**src/rtl/seg_pkg.sv**
```systemverilog
// Shared constants for the 7-segment scan driver: digit width and active-high
// glyphs in {g,f,e,d,c,b,a} order.
package seg_pkg;

    localparam int DIGIT_W = 4;

    localparam logic [6:0] SEG_0   = 7'h3F;
    localparam logic [6:0] SEG_1   = 7'h06;
    localparam logic [6:0] SEG_2   = 7'h5B;
    localparam logic [6:0] SEG_3   = 7'h4F;
    localparam logic [6:0] SEG_4   = 7'h66;
    localparam logic [6:0] SEG_5   = 7'h6D;
    localparam logic [6:0] SEG_6   = 7'h7D;
    localparam logic [6:0] SEG_7   = 7'h07;
    localparam logic [6:0] SEG_8   = 7'h7F;
    localparam logic [6:0] SEG_9   = 7'h6F;
    localparam logic [6:0] SEG_A   = 7'h77;
    localparam logic [6:0] SEG_B   = 7'h7C;
    localparam logic [6:0] SEG_C   = 7'h39;
    localparam logic [6:0] SEG_D   = 7'h5E;
    localparam logic [6:0] SEG_E   = 7'h79;
    localparam logic [6:0] SEG_F   = 7'h71;
    localparam logic [6:0] SEG_OFF = 7'h00;

endpackage

```
**src/rtl/seg_hex_decode.sv**
```systemverilog
// Combinational nibble to active-high 7-segment glyph (0-9, A b C d E F).
module seg_hex_decode
    import seg_pkg::*;
(
    input  logic [DIGIT_W-1:0] nibble,
    output logic [6:0]         glyph
);

    always_comb begin
        glyph = SEG_OFF;
        case (nibble)
            4'h0: glyph = SEG_0;
            4'h1: glyph = SEG_1;
            4'h2: glyph = SEG_2;
            4'h3: glyph = SEG_3;
            4'h4: glyph = SEG_4;
            4'h5: glyph = SEG_5;
            4'h6: glyph = SEG_6;
            4'h7: glyph = SEG_7;
            4'h8: glyph = SEG_8;
            4'h9: glyph = SEG_9;
            4'hA: glyph = SEG_A;
            4'hB: glyph = SEG_B;
            4'hC: glyph = SEG_C;
            4'hD: glyph = SEG_D;
            4'hE: glyph = SEG_E;
            4'hF: glyph = SEG_F;
            default: glyph = SEG_OFF;
        endcase
    end

endmodule

```
**src/rtl/seg_scan_mux.sv**
```systemverilog
// Multiplexed 7-segment scan driver with per-frame input snapshot, DP mask and
// leading-zero blanking. Define SEG_GHOST_BLANK_EN for a dark gap between digits.
module seg_scan_mux
    import seg_pkg::*;
#(
    parameter int NUM_DIGITS  = 6,
    parameter int DIGIT_TICKS = 50000,
    parameter bit SEG_ACT_LOW = 1'b1,
    parameter bit DIG_ACT_LOW = 1'b1,
    parameter int BLANK_TICKS = 500
) (
    input  logic                          clk,
    input  logic                          reset,
    input  logic                          enable,
    input  logic [DIGIT_W*NUM_DIGITS-1:0] value,
    input  logic [NUM_DIGITS-1:0]         dp_mask,
    input  logic                          blank_lz,
    output logic [7:0]                    segsig,
    output logic [NUM_DIGITS-1:0]         bitsig,
    output logic                          frame_done
);

    localparam int CNT_W = $clog2(DIGIT_TICKS + BLANK_TICKS);
    localparam int IDX_W = $clog2(NUM_DIGITS);
`ifdef SEG_GHOST_BLANK_EN
    localparam int PERIOD = DIGIT_TICKS + BLANK_TICKS;
`else
    localparam int PERIOD = DIGIT_TICKS;
`endif
    localparam logic [CNT_W-1:0]      CNT_LAST = CNT_W'(PERIOD - 1);
    localparam logic [IDX_W-1:0]      IDX_LAST = IDX_W'(NUM_DIGITS - 1);
    localparam logic [7:0]            SEG_POL  = {8{SEG_ACT_LOW}};
    localparam logic [NUM_DIGITS-1:0] DIG_POL  = {NUM_DIGITS{DIG_ACT_LOW}};

    logic                          run_reg, run_next;
    logic [CNT_W-1:0]              cnt_reg, cnt_next;
    logic [IDX_W-1:0]              idx_reg, idx_next;
    logic [DIGIT_W*NUM_DIGITS-1:0] snap_value_reg, snap_value_next;
    logic [NUM_DIGITS-1:0]         snap_dp_reg, snap_dp_next;
    logic                          snap_blz_reg, snap_blz_next;
    logic [7:0]                    segsig_reg;
    logic [NUM_DIGITS-1:0]         bitsig_reg;
    logic                          frame_done_reg;

    // Scan sequencing; snapshot is taken only when a frame starts.
    always_comb begin
        run_next        = run_reg;
        cnt_next        = cnt_reg;
        idx_next        = idx_reg;
        snap_value_next = snap_value_reg;
        snap_dp_next    = snap_dp_reg;
        snap_blz_next   = snap_blz_reg;
        if (!enable) begin
            run_next = 1'b0;
            cnt_next = '0;
            idx_next = '0;
        end else if (!run_reg) begin
            run_next        = 1'b1;
            cnt_next        = '0;
            idx_next        = '0;
            snap_value_next = value;
            snap_dp_next    = dp_mask;
            snap_blz_next   = blank_lz;
        end else if (cnt_reg == CNT_LAST) begin
            cnt_next = '0;
            if (idx_reg == IDX_LAST) begin
                idx_next        = '0;
                snap_value_next = value;
                snap_dp_next    = dp_mask;
                snap_blz_next   = blank_lz;
            end else begin
                idx_next = idx_reg + IDX_W'(1);
            end
        end else begin
            cnt_next = cnt_reg + CNT_W'(1);
        end
    end

    // Output decode works on the state being entered so the pins change on the
    // same edge as the index.
    logic [DIGIT_W-1:0]    nib [NUM_DIGITS];
    logic [NUM_DIGITS-1:0] blank_dig;
    logic [NUM_DIGITS-1:0] dig_on;
    logic [DIGIT_W-1:0]    cur_nib;
    logic [6:0]            glyph;
    logic                  lit;
    logic [7:0]            seg_on;
    logic                  frame_done_next;

    for (genvar gi = 0; gi < NUM_DIGITS; gi++) begin : g_digit
        assign nib[gi] = snap_value_next[DIGIT_W*gi +: DIGIT_W];
        if (gi == 0) begin : g_lsd
            assign blank_dig[gi] = 1'b0;
        end else begin : g_upper
            assign blank_dig[gi] = snap_blz_next &&
                                   ~|snap_value_next[DIGIT_W*NUM_DIGITS-1:DIGIT_W*gi];
        end
        assign dig_on[NUM_DIGITS-1-gi] = lit && (idx_next == IDX_W'(gi));
    end

    assign cur_nib = nib[idx_next];

    seg_hex_decode u_decode (
        .nibble (cur_nib),
        .glyph  (glyph)
    );

`ifdef SEG_GHOST_BLANK_EN
    assign lit = run_next && (cnt_next < CNT_W'(DIGIT_TICKS));
`else
    assign lit = run_next;
`endif

    always_comb begin
        seg_on = 8'h00;
        if (lit) begin
            seg_on = {snap_dp_next[idx_next], blank_dig[idx_next] ? SEG_OFF : glyph};
        end
    end

    assign frame_done_next = run_next && (idx_next == IDX_LAST) && (cnt_next == CNT_LAST);

    always_ff @(posedge clk or negedge reset) begin
        if (!reset) begin
            run_reg        <= 1'b0;
            cnt_reg        <= '0;
            idx_reg        <= '0;
            snap_value_reg <= '0;
            snap_dp_reg    <= '0;
            snap_blz_reg   <= 1'b0;
            segsig_reg     <= SEG_POL;
            bitsig_reg     <= DIG_POL;
            frame_done_reg <= 1'b0;
        end else begin
            run_reg        <= run_next;
            cnt_reg        <= cnt_next;
            idx_reg        <= idx_next;
            snap_value_reg <= snap_value_next;
            snap_dp_reg    <= snap_dp_next;
            snap_blz_reg   <= snap_blz_next;
            segsig_reg     <= seg_on ^ SEG_POL;
            bitsig_reg     <= dig_on ^ DIG_POL;
            frame_done_reg <= frame_done_next;
        end
    end

    assign segsig     = segsig_reg;
    assign bitsig     = bitsig_reg;
    assign frame_done = frame_done_reg;

endmodule

```
**config.mk**
```make
export PLATFORM = sky130hd
export DESIGN_NAME = seg_scan_mux
export DESIGN_NICKNAME = d
export VERILOG_FILES = /design/src/rtl/seg_pkg.sv /design/src/rtl/seg_hex_decode.sv /design/src/rtl/seg_scan_mux.sv
export SDC_FILE = /design/constraint.sdc
export NUM_CORES = 1
export LEC_CHECK = 0
export ABC_CLOCK_PERIOD_IN_PS = 11200
export CAP_MARGIN = 20
export CORE_UTILIZATION = 40
export DETAILED_ROUTE_END_ITERATION = 16
export PLACE_DENSITY = 0.63
export SYNTH_ARGS = -nofsm -noshare
export SYNTH_HDL_FRONTEND = slang
export SYNTH_SLANG_ARGS = --single-unit
```
**constraint.sdc**
```tcl
create_clock -name clk -period 11.2 [get_ports clk]
set_clock_uncertainty 0.05 [all_clocks]
set_input_delay 2.24 -clock clk [delete_from_list [all_inputs] [get_ports clk]]
set_output_delay 2.24 -clock clk [all_outputs]
set_load 0.005 [all_outputs]
```
Yosys cells after proc, flatten, opt, wreduce, memory -nomap -nowiden

Memory sizes are Yosys's and may differ from the RTL's.
Cells that the tools add are included.

Eq/ne operators: 8
Reductions and logical operators: 23
Bitwise logic cells: 3
$lt $le $gt $ge: 2
Mux-type cells: 29
$add $sub $neg: 2

Operator list:

| kind                    | number |
|---|---|
| $mux W24                | 4 |
| $mux W16                | 3 |
| $eq A16 B16 Y1 const B  | 2 |
| $mux W6                 | 4 |
| $reduce_or A20 Y1       | 1 |
| $add A16 B1 Y16 const B | 1 |
| $reduce_or A16 Y1       | 1 |
| $bmux W4 S3             | 1 |
| $logic_and A1 B1 Y1     | 12 |
| $mux W3                 | 4 |
| $reduce_or A12 Y1       | 1 |
| $eq A3 B3 Y1 const B    | 3 |
| $mux W4                 | 2 |
| $mux W8                 | 1 |
| $not A8 Y8              | 1 |
| $reduce_or A8 Y1        | 1 |
| $mux W1                 | 7 |
| $mux W7                 | 1 |
| $bmux W1 S3             | 2 |
| $eq A3 B2 Y1 const B    | 2 |
| $not A6 Y6              | 1 |
| $logic_not A1 Y1        | 5 |
| $ge A4 B4 Y1 const B    | 1 |
| $lt A3 B4 Y1 const B    | 1 |
| 5 further kinds         | 5 |

Memories: 1
Logic and storage cells: 77
Bits in registers: 66
Bits in read-only memories: 112

Memories:

| memory          | depth | bits a word | read ports | clocked after memory_dff | write ports | line                 | source |
|---|---|---|---|---|---|---|---|
| (no name shown) | 16    | 7           | 1          | 0                        | 0           | seg_hex_decode.sv:11 | `case (nibble)` |

Depth between registers and ports, before layout

Depth after elaboration: 13
Mapped depth: 16

Cells and area by module

Synthesis repeated with hierarchy kept, for this count alone.

Cells, all modules: 359
Area total of the unflattened synthesis: 3703.6 µm²

By module, submodules not included:

| module         | seq. area each (µm²) | times used | area each (µm²) | cells an instance |
|---|---|---|---|---|
| seg_scan_mux   | 1669.1               | 1          | 3415.8          | 326 |
| seg_hex_decode | 0.0                  | 1          | 287.8           | 33 |

Worst setup path after synthesis

Ideal clock, no wire load.

Path type: input to register
From: in enable
To: reg segsig_reg[3], in the netlist segsig[3]
Path buffers: 1
Stages: 12
Path slack: 6.308 ns
Required time: 11.063 ns
Library setup time: 0.087 ns
Data arrival time: 4.756 ns
Path through: clkbuf_1 nand2_1 o21ai_4 mux2_2 a211o_1 o211a_1 a21oi_1 inv_1 ha_1 mux2_1 mux2i_1 nand2_1

Word-level cells in the longest chain between the ends: 9
Elaborated cells between the ends (all ways): 29
Those cells by class: mux (11); bitwise (2); reduce/logical (15); memory (1)

RTL lines:

| item                                                   | line                | source |
|---|---|---|
| start: declaration                                     | seg_scan_mux.sv:14  | `input logic enable,` |
| $mux W24 (*)                                           | seg_scan_mux.sv:53  | `if (!enable) begin` |
| via snap_value_next[16]                                | seg_scan_mux.sv:38  | `logic [DIGIT_W*NUM_DIGITS-1:0] snap_value_reg, snap_value_next;` |
| branches (longest 5 deep; another with $mem_v2 Z16 W7) | -                   |  |
| $mux W7 (*)                                            | seg_scan_mux.sv:117 | `seg_on = {snap_dp_next[idx_next], blank_dig[idx_next] ? SEG_OFF : glyph};` |
| $mux W8 (*)                                            | seg_scan_mux.sv:116 | `if (lit) begin` |
| $not A8 Y8 (no line) (*)                               | -                   |  |
| end signal: assignment                                 | seg_scan_mux.sv:141 | `segsig_reg <= seg_on ^ SEG_POL;` |
| end: declaration                                       | seg_scan_mux.sv:41  | `logic [7:0] segsig_reg;` |

Mark *: on every way through the listed nets, which the timed path passes. The select of a mux whose other input is x is not followed.

Worst setup path in the final report

From: in enable
To: reg segsig_reg[3], in the netlist segsig[3]

Word-level cells in the longest chain between the ends: 9
Elaborated cells between the ends (all ways): 29
Those cells by class: mux (11); bitwise (2); reduce/logical (15); memory (1)

RTL lines:

| item                                                   | line |
|---|---|
| $mux W24 (*)                                           | seg_scan_mux.sv:53 |
| via snap_value_next[21]                                | seg_scan_mux.sv:38 |
| branches (longest 5 deep; another with $mem_v2 Z16 W7) | - |
| $mux W7 (*)                                            | seg_scan_mux.sv:117 |
| $mux W8 (*)                                            | seg_scan_mux.sv:116 |
| $not A8 Y8 (no line) (*)                               | - |

Marks and branches as above.

==> reports/results.txt <==
Status: complete, no violations
Standard-cell rows: 33
Sequential cell area fraction in the yosys report: 48.0%
First-pass GRT wire length: 13,300 µm
Number of synthesized flops with an enable pin: 0
RSZ-0062 raised after global routing: false
Syn Area/Cell: 9.60 µm²
TritonCTS Buffers: 9
CTS tree: done
Number of flip-flops in the largest register: 24
Yosys warning total: 0
Synth top area cells: dfrtp_1 (37%), dfstp_2 (11%), nand2_1 (8.3%), mux2i_1 (5.2%), nor2_1 (3.1%)
Reg2reg start: cnt_reg[5]
Worst Path Required: 11.41 ns
Final Hold Fails: 0
GR Util All Layers: 19.5%
Total negative slack: 0 ns
P&R area growth vs syn: 21.5%
H-tree depth: 3
Share of cells above drive strength 1: 12.7%
Total setup buffers inserted after CTS: 0
Max_slew headroom: 37.7%
Vias in the first global route: 2,644
Worst setup EP type: flop
CTS clk-pin slew, worst paths: 0.07 ns
FF+latch count, synth: 66
Min-Delay Path Class: reg -> reg
Mapped Nets: 403
R2R Setup Slk: 6.59 ns
Async SR Flop Fraction: 100%
Dpl ws: 5.14 ns
CP startpoint: enable
Fmax achieved: 174 MHz
Post-Layout Inst Area: 4220 µm²
Smallest hold slack: 0.424 ns
Critical path's largest stage delay: 0.72 ns
Total clock sinks: 66
Core area: 8300 µm²
CP Cell Sequence: clkdlybuf4s50_1, nand2_1, o21ai_4, buf_4, mux2i_1, inv_1, a32o_1, nor3_1, inv_1, ha_1, mux2_1, mux2i_1, nand2_1
Clock buffer depth: 2
Mapped Area: 3480 µm²
Synth cell count leaders: nand2_1 (77), dfrtp_1 (52), nor2_1 (29), mux2i_1 (18), inv_1 (17)
WL final: 7930 µm
Nets: 453
DR vias: 2,786
Hold path startpoint: snap_blz_reg
PnR worst setup slack: 5.45 ns
Pre-Repair DR Iteration Count: 4
Height of the chip: 95.2 µm
Unique masters post-synth: 57
Residual DRC: 0
Starting Density: 41.9%
I/O pin count: 49
Post-placement cell count: 505
Largest net degree at the start of global routing: 67
Crit start category: input pin
Final period utilization: 51.4%
Hold_buf cts: 0
Worst slew pin tran: 0.928 ns
Crit-path max FO: 21
WS Path Type: in -> reg
CTS resizes: 0
Fill cell count: 752
Count leader, synth: nand2_1
Post-synth top flop: dfrtp_1
Clk_lat worst skew: 0.34 ns
Power Density: 132 nW/µm²
Leak: 1.87 nW
Final non-filler cell total: 522
Synth Instances: 362
Slowest cell on crit path: clkdlybuf4s50_1
I/O Buffers: 48
GP Congestion: 0.817
Placed Area: 4030 µm²
Max-slew violations: 0
Antenna violations before repair: 0
Post-DP HPWL: 5620 µm
DIE AREA: 9070 µm²
Mean routed wirelength per cell: 15.2 µm
Post-layout min period: 5.75 ns
ANT cells: 0
DRT iter0 DRCs: 132
Routed Antenna Nets: 0
CP arrival: 5.97 ns
Max-Cap Viols: 0
DIE WIDTH: 95.2 µm
Root Buffer: clkbuf_8
Detailed-route vias per instance: 5.34
Synth top area share: 37.4%
Largest area contributor in the netlist: dfrtp_1
Worst VDD drop: 69.7 µV
Setup violations, final: 0
Grt ovf: 0
-- where the power goes --
part / switching (mW) / internal (mW) / leakage (nW)
clock network: 0.0936 / 0.102 / 0.0893
logic: 0.0467 / 0.0437 / 0.972
registers: 0.00948 / 0.261 / 0.811
total: 0.150 / 0.407 / 1.87
-- cells by family after synthesis --
| logic type | Yosys count | synth area share, % |
|---|---|---|
| AND/OR/NAND/NOR | 169 | 23.4 |
| AO/OA/AOI/OAI | 46 | 9.61 |
| buffers and inverters | 31 | 4.18 |
| XOR/XNOR | 14 | 3.53 |
| flip-flops | 66 | 48.0 |
| adder cells (fa/ha/maj) | 7 | 2.52 |
| multiplexers | 29 | 8.75 |
-- through the flow --
step | util [%] | power [mW]
global route | 50.9 | 0.587
finish | 50.9 | 0.557
floorplan | - | 0.326
CTS | 50.8 | 0.562
detailed placement | 48.6 | 0.366
global placement | 48.6 | 0.364
-- cell usage in the layout, fill, tap and decap left out, drive strengths merged, types with 8 or more instances in the layout --
| cell type | n |
|---|---|
| nand2 | 77 |
| dfrtp | 52 |
| clkdlybuf4s50 | 47 |
| nor2 | 29 |
| mux2i | 18 |
| inv | 17 |
| nand3 | 15 |
| dfstp | 14 |
| mux2 | 11 |
| o21ai | 11 |
| clkbuf | 11 |
| xor2 | 9 |
| a21oi | 9 |
| and3 | 8 |
-- final timing paths --
check,to,cells past startpoint
max,segsig[3],13
min,snap_blz_reg,2
max reg2reg,segsig[3],13
min reg2reg,snap_blz_reg,2
max in group asynchronous,cnt_reg[2],2
min in group asynchronous,cnt_reg[11],2
-- area by class of cell --
class | instances | area (µm²) | share of cell area (%)
clock buffer | 11 | 131 | 3.11
sequential | 66 | 1670 | 39.5
inverter | 17 | 63.8 | 1.51
tap | 105 | 131 | 3.11
clock inverter | 5 | 55.1 | 1.30
multi-input combinational | 265 | 1660 | 39.3
timing repair buffer | 53 | 510 | 12.1
-- routing by layer --
layer / global-route usage (%) / part of all wire, % / vias to the layer above
li1: - / - / 1362
met1: 28.3 / 48 / 1347
met2: 28.6 / 46 / 67
met3: 3.59 / 4.3 / 10
met4: 7.58 / 1.6 / 0
met5: 0 / 0 / -
-- worst max-delay path, delay by kind of cell --
kind            cells  cell delay (ns)
fa+ha+maj           1             0.27
mux                 3             0.65
simple gates        3             0.80
buf+inv             4             1.35
compound gates      2             0.66
(Power assumes the default switching activity.)
